===== src/rtl/pipe_ctrl.sv =====
// rtl/pipe_ctrl.sv - pipeline stall/flush controller with held redirect and perf counters
//
// Purpose: turns back-end busy, load-use, fetch-busy and EX redirects into
// per-stage-register enable/flush strobes and PC-update controls. A redirect
// that arrives while a fetch is in flight is parked in held_pc until the
// fetch returns.
//
// Ports:
//   clk, reset                  clock, synchronous active-high reset
//   imem_busy, dmem_busy        fetch / data access outstanding
//   ex_busy                     multi-cycle EX unit not done
//   load_use                    load-use hazard between ID and EX
//   redirect_valid/redirect_pc  EX-resolved redirect and its target
//   en_pc, pc_sel, pc_target    PC register enable, mux select, mux target
//   en_d/e/m/w, flush_d/e/m/w   stage register enables and synchronous clears
//   stall_cnt, redir_cnt        cycles with en_pc=0, accepted redirects
module pipe_ctrl #(
  parameter int XLEN  = 64,
  parameter int CNT_W = 32
) (
  input  logic             clk,
  input  logic             reset,
  input  logic             imem_busy,
  input  logic             dmem_busy,
  input  logic             ex_busy,
  input  logic             load_use,
  input  logic             redirect_valid,
  input  logic [XLEN-1:0]  redirect_pc,
  output logic             en_pc,
  output logic             pc_sel,
  output logic [XLEN-1:0]  pc_target,
  output logic             en_d,
  output logic             en_e,
  output logic             en_m,
  output logic             en_w,
  output logic             flush_d,
  output logic             flush_e,
  output logic             flush_m,
  output logic             flush_w,
  output logic [CNT_W-1:0] stall_cnt,
  output logic [CNT_W-1:0] redir_cnt
);

  typedef enum logic {RUN, HOLD_REDIR} state_t;

  state_t          state;
  state_t          state_nxt;
  logic [XLEN-1:0] held_pc;
  logic            redir_take;  // redirect accepted this cycle (counted)
  logic            held_load;   // capture redirect_pc into held_pc

  always_comb begin
    en_pc      = 1'b1;
    en_d       = 1'b1;
    en_e       = 1'b1;
    en_m       = 1'b1;
    en_w       = 1'b1;
    flush_d    = 1'b0;
    flush_e    = 1'b0;
    flush_m    = 1'b0;
    flush_w    = 1'b0;
    pc_sel     = 1'b0;
    pc_target  = (state == HOLD_REDIR) ? held_pc : redirect_pc;
    redir_take = 1'b0;
    held_load  = 1'b0;
    state_nxt  = state;

    if (reset) begin
      en_pc   = 1'b0;
      en_d    = 1'b0;
      en_e    = 1'b0;
      en_m    = 1'b0;
      en_w    = 1'b0;
      flush_d = 1'b1;
      flush_e = 1'b1;
      flush_m = 1'b1;
      flush_w = 1'b1;
    end else if (state == RUN) begin
      if (dmem_busy) begin
        en_pc   = 1'b0;
        en_d    = 1'b0;
        en_e    = 1'b0;
        en_m    = 1'b0;
        flush_w = 1'b1;
      end else if (ex_busy) begin
        en_pc   = 1'b0;
        en_d    = 1'b0;
        en_e    = 1'b0;
        flush_m = 1'b1;
      end else if (redirect_valid) begin
        // Redirect beats load_use: the dependent ID instruction is squashed anyway.
        flush_d    = 1'b1;
        flush_e    = 1'b1;
        redir_take = 1'b1;
        if (imem_busy) begin
          en_pc     = 1'b0;
          held_load = 1'b1;
          state_nxt = HOLD_REDIR;
        end else begin
          pc_sel = 1'b1;
        end
      end else if (load_use) begin
        en_pc   = 1'b0;
        en_d    = 1'b0;
        flush_e = 1'b1;
      end else if (imem_busy) begin
        en_pc   = 1'b0;
        flush_d = 1'b1;
      end
    end else begin
      // The fetch in flight belongs to the wrong path; drop it at F/D every cycle.
      flush_d = 1'b1;
      if (dmem_busy) begin
        en_d    = 1'b0;
        en_e    = 1'b0;
        en_m    = 1'b0;
        flush_w = 1'b1;
      end else if (ex_busy) begin
        en_d    = 1'b0;
        en_e    = 1'b0;
        flush_m = 1'b1;
      end
      if (!imem_busy && !dmem_busy) begin
        pc_sel    = 1'b1;
        state_nxt = RUN;
      end else begin
        en_pc = 1'b0;
      end
      if (redirect_valid && !dmem_busy && !ex_busy) begin
        redir_take = 1'b1;
        held_load  = 1'b1;
      end
    end
  end

  always_ff @(posedge clk) begin
    if (reset) begin
      state     <= RUN;
      held_pc   <= '0;
      stall_cnt <= '0;
      redir_cnt <= '0;
    end else begin
      state <= state_nxt;
      if (held_load)  held_pc   <= redirect_pc;
      if (!en_pc)     stall_cnt <= stall_cnt + 1'b1;
      if (redir_take) redir_cnt <= redir_cnt + 1'b1;
    end
  end

endmodule


===== config.mk =====
export PLATFORM = sky130hd
export DESIGN_NAME = pipe_ctrl
export DESIGN_NICKNAME = d
export VERILOG_FILES = /design/src/rtl/pipe_ctrl.sv
export SDC_FILE = /design/constraint.sdc
export NUM_CORES = 1
export LEC_CHECK = 0
export ABC_CLOCK_PERIOD_IN_PS = 2300
export CAP_MARGIN = 40
export CORE_MARGIN = 8
export CORE_UTILIZATION = 46
export DETAILED_ROUTE_END_ITERATION = 12
export MAX_ROUTING_LAYER = met4
export PLACE_DENSITY = 0.77
export SLEW_MARGIN = 20
export SYNTH_ARGS = -nofsm -noshare
export SYNTH_HDL_FRONTEND = slang
export SYNTH_SLANG_ARGS = --single-unit

===== constraint.sdc =====
create_clock -name clk -period 2.3 [get_ports clk]
set_clock_uncertainty 0.05 [all_clocks]
set_input_delay 0.345 -clock clk [delete_from_list [all_inputs] [get_ports clk]]
set_output_delay 0.345 -clock clk [all_outputs]
set_load 0.02 [all_outputs]

## Yosys cells after proc, flatten, opt, wreduce, memory -nomap -nowiden

Index checks and enable logic that the tools add are counted.

- $add $sub $neg: 2
- Multiplexer cells: 57
- Reductions and logical operators: 6

Operators with widths:

| kind | count |
|---|---|
| 32-bit by 1-bit adder with 32-bit output, second input constant | 2 |
| 64-bit two-way mux | 1 |
| 1-bit two-way mux | 56 |
| 1-bit logical AND | 3 |
| 1-bit zero test | 3 |

- Flip-flop bits (word level): 129
- Word-level logic and storage cells: 69

## Depth between registers and ports, before layout

- Depth in word-level cells: 7
- Depth in mapped cells: 7
- Depth with buffers taken out: 6

## Worst setup path after synthesis

Ideal clock, no wire load.

- Kind: register to output
- Start point: register state
- End point: output pc_target[58]
- Arrival time: 1.694 ns
- Path slack: 0.211 ns
- Cell stages (with the launch flop): 5
- Cell sequence: dfxtp_1 > clkbuf_1 > clkbuf_1 > buf_1 > mux2_2

- Cells in the longest elaborated chain, start to end: 1

RTL lines:

| element | RTL line | text |
|---|---|---|
| from (decl) | 46 | `state_t state;` |
| from (signal assigned) | 143 | `state <= state_nxt;` |
| 64-bit two-way mux | 63 | `pc_target = (state == HOLD_REDIR) ? held_pc : redirect_pc;` |
| to (decl) | 31 | `output logic [XLEN-1:0] pc_target,` |

Every way passes these cells.

## Worst setup path in the final report

- Start point: input imem_busy
- End point: output pc_sel

- Cells in the longest elaborated chain, start to end: 6
- Elaborated cells between the ends (all ways): 9
- Those cells by class: 7 x mux; 2 x reduce/logical

RTL lines:

| element | RTL line | text |
|---|---|---|
| from (decl) | 23 | `input logic imem_busy,` |
| 1-bit two-way mux | 95 | `if (imem_busy) begin` |
| 1-bit two-way mux | 90 | `end else if (redirect_valid) begin` |
| 1-bit two-way mux | 85 | `end else if (ex_busy) begin` |
| 1-bit two-way mux | 79 | `if (dmem_busy) begin` |
| 1-bit two-way mux (*) | 78 | `end else if (state == RUN) begin` |
| 1-bit two-way mux (*) | 68 | `if (reset) begin` |
| to (decl) | 30 | `output logic pc_sel,` |

Mark *: on every way between the ends. The rest lies on a longest branch, timed or not.

==> results.json <==
{
  "status": "finished clean",
  "max_stage_delay_ns": 0.53,
  "syn2layout_area_growth_pct": 50.9,
  "cp_max_fo": 3,
  "fp.dieW_microns": 131,
  "track_usage": 0.220,
  "worstHoldStart": "reset",
  "finalPower_mw": 5.65,
  "cap_violations": 0,
  "dr.pass1.iters": 5,
  "initial_utilization": 0.464,
  "start_kind": "primary input",
  "power_density_nw_per_um2": 617,
  "drv_slew": 0,
  "post_cts_buffers": 0,
  "core_sq_um": 13100,
  "worstPathArrival_ns": 1.83,
  "fin_area_sq_um": 9160,
  "place.gp.congestion": 0.795,
  "rsz0062_at_grt": "false",
  "crit_start": "imem_busy",
  "dieArea_sq_um": 17100,
  "pre_cts_ws_ns": -0.327,
  "cts_root_buf": "clkbuf_16",
  "vdd_ir_drop_max_mv": 0.499,
  "place_hpwl_microns": 12900,
  "drc": 0,
  "cts_tree": "built",
  "insertedDiodeCount": 0,
  "htreeDepth": 4,
  "post-route-min-period_ns": 2.23,
  "crit_type": "in -> out",
  "totalWireLength_microns": 17900,
  "path_clk_slew_ns": 0.05,
  "slew_headroom": 0.639,
  "synth_top_cell_area_share": 0.425,
  "clock_latency_ns": 0.41,
  "finalNetCount": 1023,
  "rows": 42,
  "slowest_stage": "or3_2",
  "hold_class": "in -> reg",
  "ios": 209,
  "port_buffers": 208,
  "post_dp_cell_area_sq_um": 8640,
  "cts_sinks": 129,
  "cp_top_family": "buffers and inverters",
  "avgRoutedWirePerCell_microns": 15.8,
  "hold_ws_ns": 0.340,
  "antenna_found_initial": 0,
  "ys_warn_count": 0,
  "via_per_inst": 5.22,
  "critPathRequiredTime_ns": 1.90,
  "hold_buffers": 0,
  "layout-drive-gt1-share": 0.161,
  "cts_inserted_buffers": 17,
  "worstPathCellList": "clkdlybuf4s50_1 -> or3_2 -> nor2_1 -> dlygate4sd2_1",
  "p_leak_nw": 3.37,
  "worst_slack_ns": 0.0720,
  "num_vias": 5930,
  "rr_startpoint": "stall_cnt[22]$_SDFFE_PP0N_",
  "end_kind": "primary output",
  "synth_cell_types": 47,
  "grt_pass1_wl_microns": 29200,
  "postSynthAreaPerCell_sq_um": 8.45,
  "drt_iter0_markers": 372,
  "ant_nets": 0,
  "die_y_microns": 131,
  "yosysSeqAreaShare": 0.425,
  "ys_seq_elements": 129,
  "hold_viol": 0,
  "grt_pass1_vias": 5950,
  "finalSetupViolations": 0,
  "period_share": 0.969,
  "synth_area_leader_cell": "dfxtp_1",
  "synth_area_leaders": "dfxtp_1 43%, mux2_2 12%, nand2_1 9.5%",
  "path_buf_inv": 2,
  "worstMarginPinSlew_ns": 0.536,
  "grt_max_degree": 69,
  "final.fill_count": 1032,
  "syn-num-nets": 792,
  "synth_area_sq_um": 6070,
  "max_freq_ghz": 0.449,
  "overflow": 0,
  "clockBufferDepth": 2,
  "syn-instance-count": 719
}
routing by layer:
layer,GRT usage,wire (microns)
met2,0.333,8080
met1,0.259,7840
met5,-,0
met4,0.101,518
met3,0.0747,1490
synth_stat cells, drive strengths merged:
cell     instances
nand2          154
dfxtp          129
a21oi           83
mux2            64
nor2            58
xor2            34
clkbuf          29
nand3           20
nand4           20
o21ai           19
or3             12
inv             11
xnor2           11
buf             10
or4              8
and3             7
and4             7
nor3             6
a211oi           5
o2111ai          5
o31ai            5
o211ai           4
and2             3
nor4             3
ha               2
a2111oi          1
a211o            1
a21o             1
mux2i            1
nand2b           1
nor2b            1
nor3b            1
o221a            1
or2              1
or4b             1
worst paths after layout:
check,end,slack [ns],cells after the start
worst max-delay path,pc_sel,0.07,4
worst min-delay path,stall_cnt[1]$_SDFFE_PP0N_,0.34,5
worst max register to register,stall_cnt[30]$_SDFFE_PP0N_,0.33,5
worst min register to register,held_pc[2]$_SDFFE_PP0P_,0.40,2
logic make-up after synthesis:
kind of cell / count (synthesis) / share of synthesized area
xor+xnor: 45 / 0.0649
flops: 129 / 0.425
compound gates: 125 / 0.118
mux: 65 / 0.120
fa+ha+maj: 2 / 0.00412
buf+inv: 50 / 0.0338
simple gates: 303 / 0.234
power breakdown:
group	switching (mW)	leakage [nW]	internal, mW
Clock	0.924	0.297	1.79
Sequential	0.0200	1.04	2.26
Combinational	0.334	2.03	0.325
Total	1.28	3.37	4.37
worst reg2reg max path, delay by kind of cell (launching register included):
| kind | cells | cell delay [ns] |
|---|---|---|
| flip-flops | 1 | 0.43 |
| AO/OA/AOI/OAI | 1 | 0.15 |
| AND/OR/NAND/NOR | 4 | 1.27 |
area by class of cell:
| type | instances | area (sq um) | share of cell area |
|---|---|---|---|
| multi-input cells | 540 | 3300 | 0.360 |
| flip-flops and latches | 129 | 2590 | 0.282 |
| repair buffers | 251 | 2410 | 0.263 |
| clock buffers | 26 | 531 | 0.0579 |
| well taps | 176 | 220 | 0.0240 |
| clock inverters | 4 | 70.1 | 0.00765 |
| inverters | 11 | 41.3 | 0.00451 |
cell usage in the layout (no fill, tap or decap), drive strengths merged, types with 27 or more instances in the layout:
| master | Yosys | layout |
|---|---|---|
| a21oi | 83 | 83 |
| buf | 10 | 45 |
| clkbuf | 29 | 27 |
| clkdlybuf4s50 | 0 | 135 |
| dfxtp | 129 | 129 |
| dlygate4sd2 | 0 | 68 |
| mux2 | 64 | 64 |
| nand2 | 154 | 154 |
| nor2 | 58 | 58 |
| xor2 | 34 | 34 |
repair_timing:
item,CTS,global route
resized for setup,73,4
cloned,0,0
setup endpoints to repair,70,3
pin swaps,0,0
state kept, by name (all words and copies together), names as in the netlist:
register / flops
redir_cnt: 32
held_pc: 64
state: 1
stall_cnt: 32
per-stage QoR:
stage	setup TNS, ns	std cells	utilization
3_3_place_gp	-7.68	1106	0.658
3_5_place_dp	-8.85	1107	0.661
2_1_floorplan	0	719	-
5_1_grt	0	1137	0.700
6_report	0	1137	0.700
4_1_cts	0	1137	0.700
(Power assumes the default switching activity.)
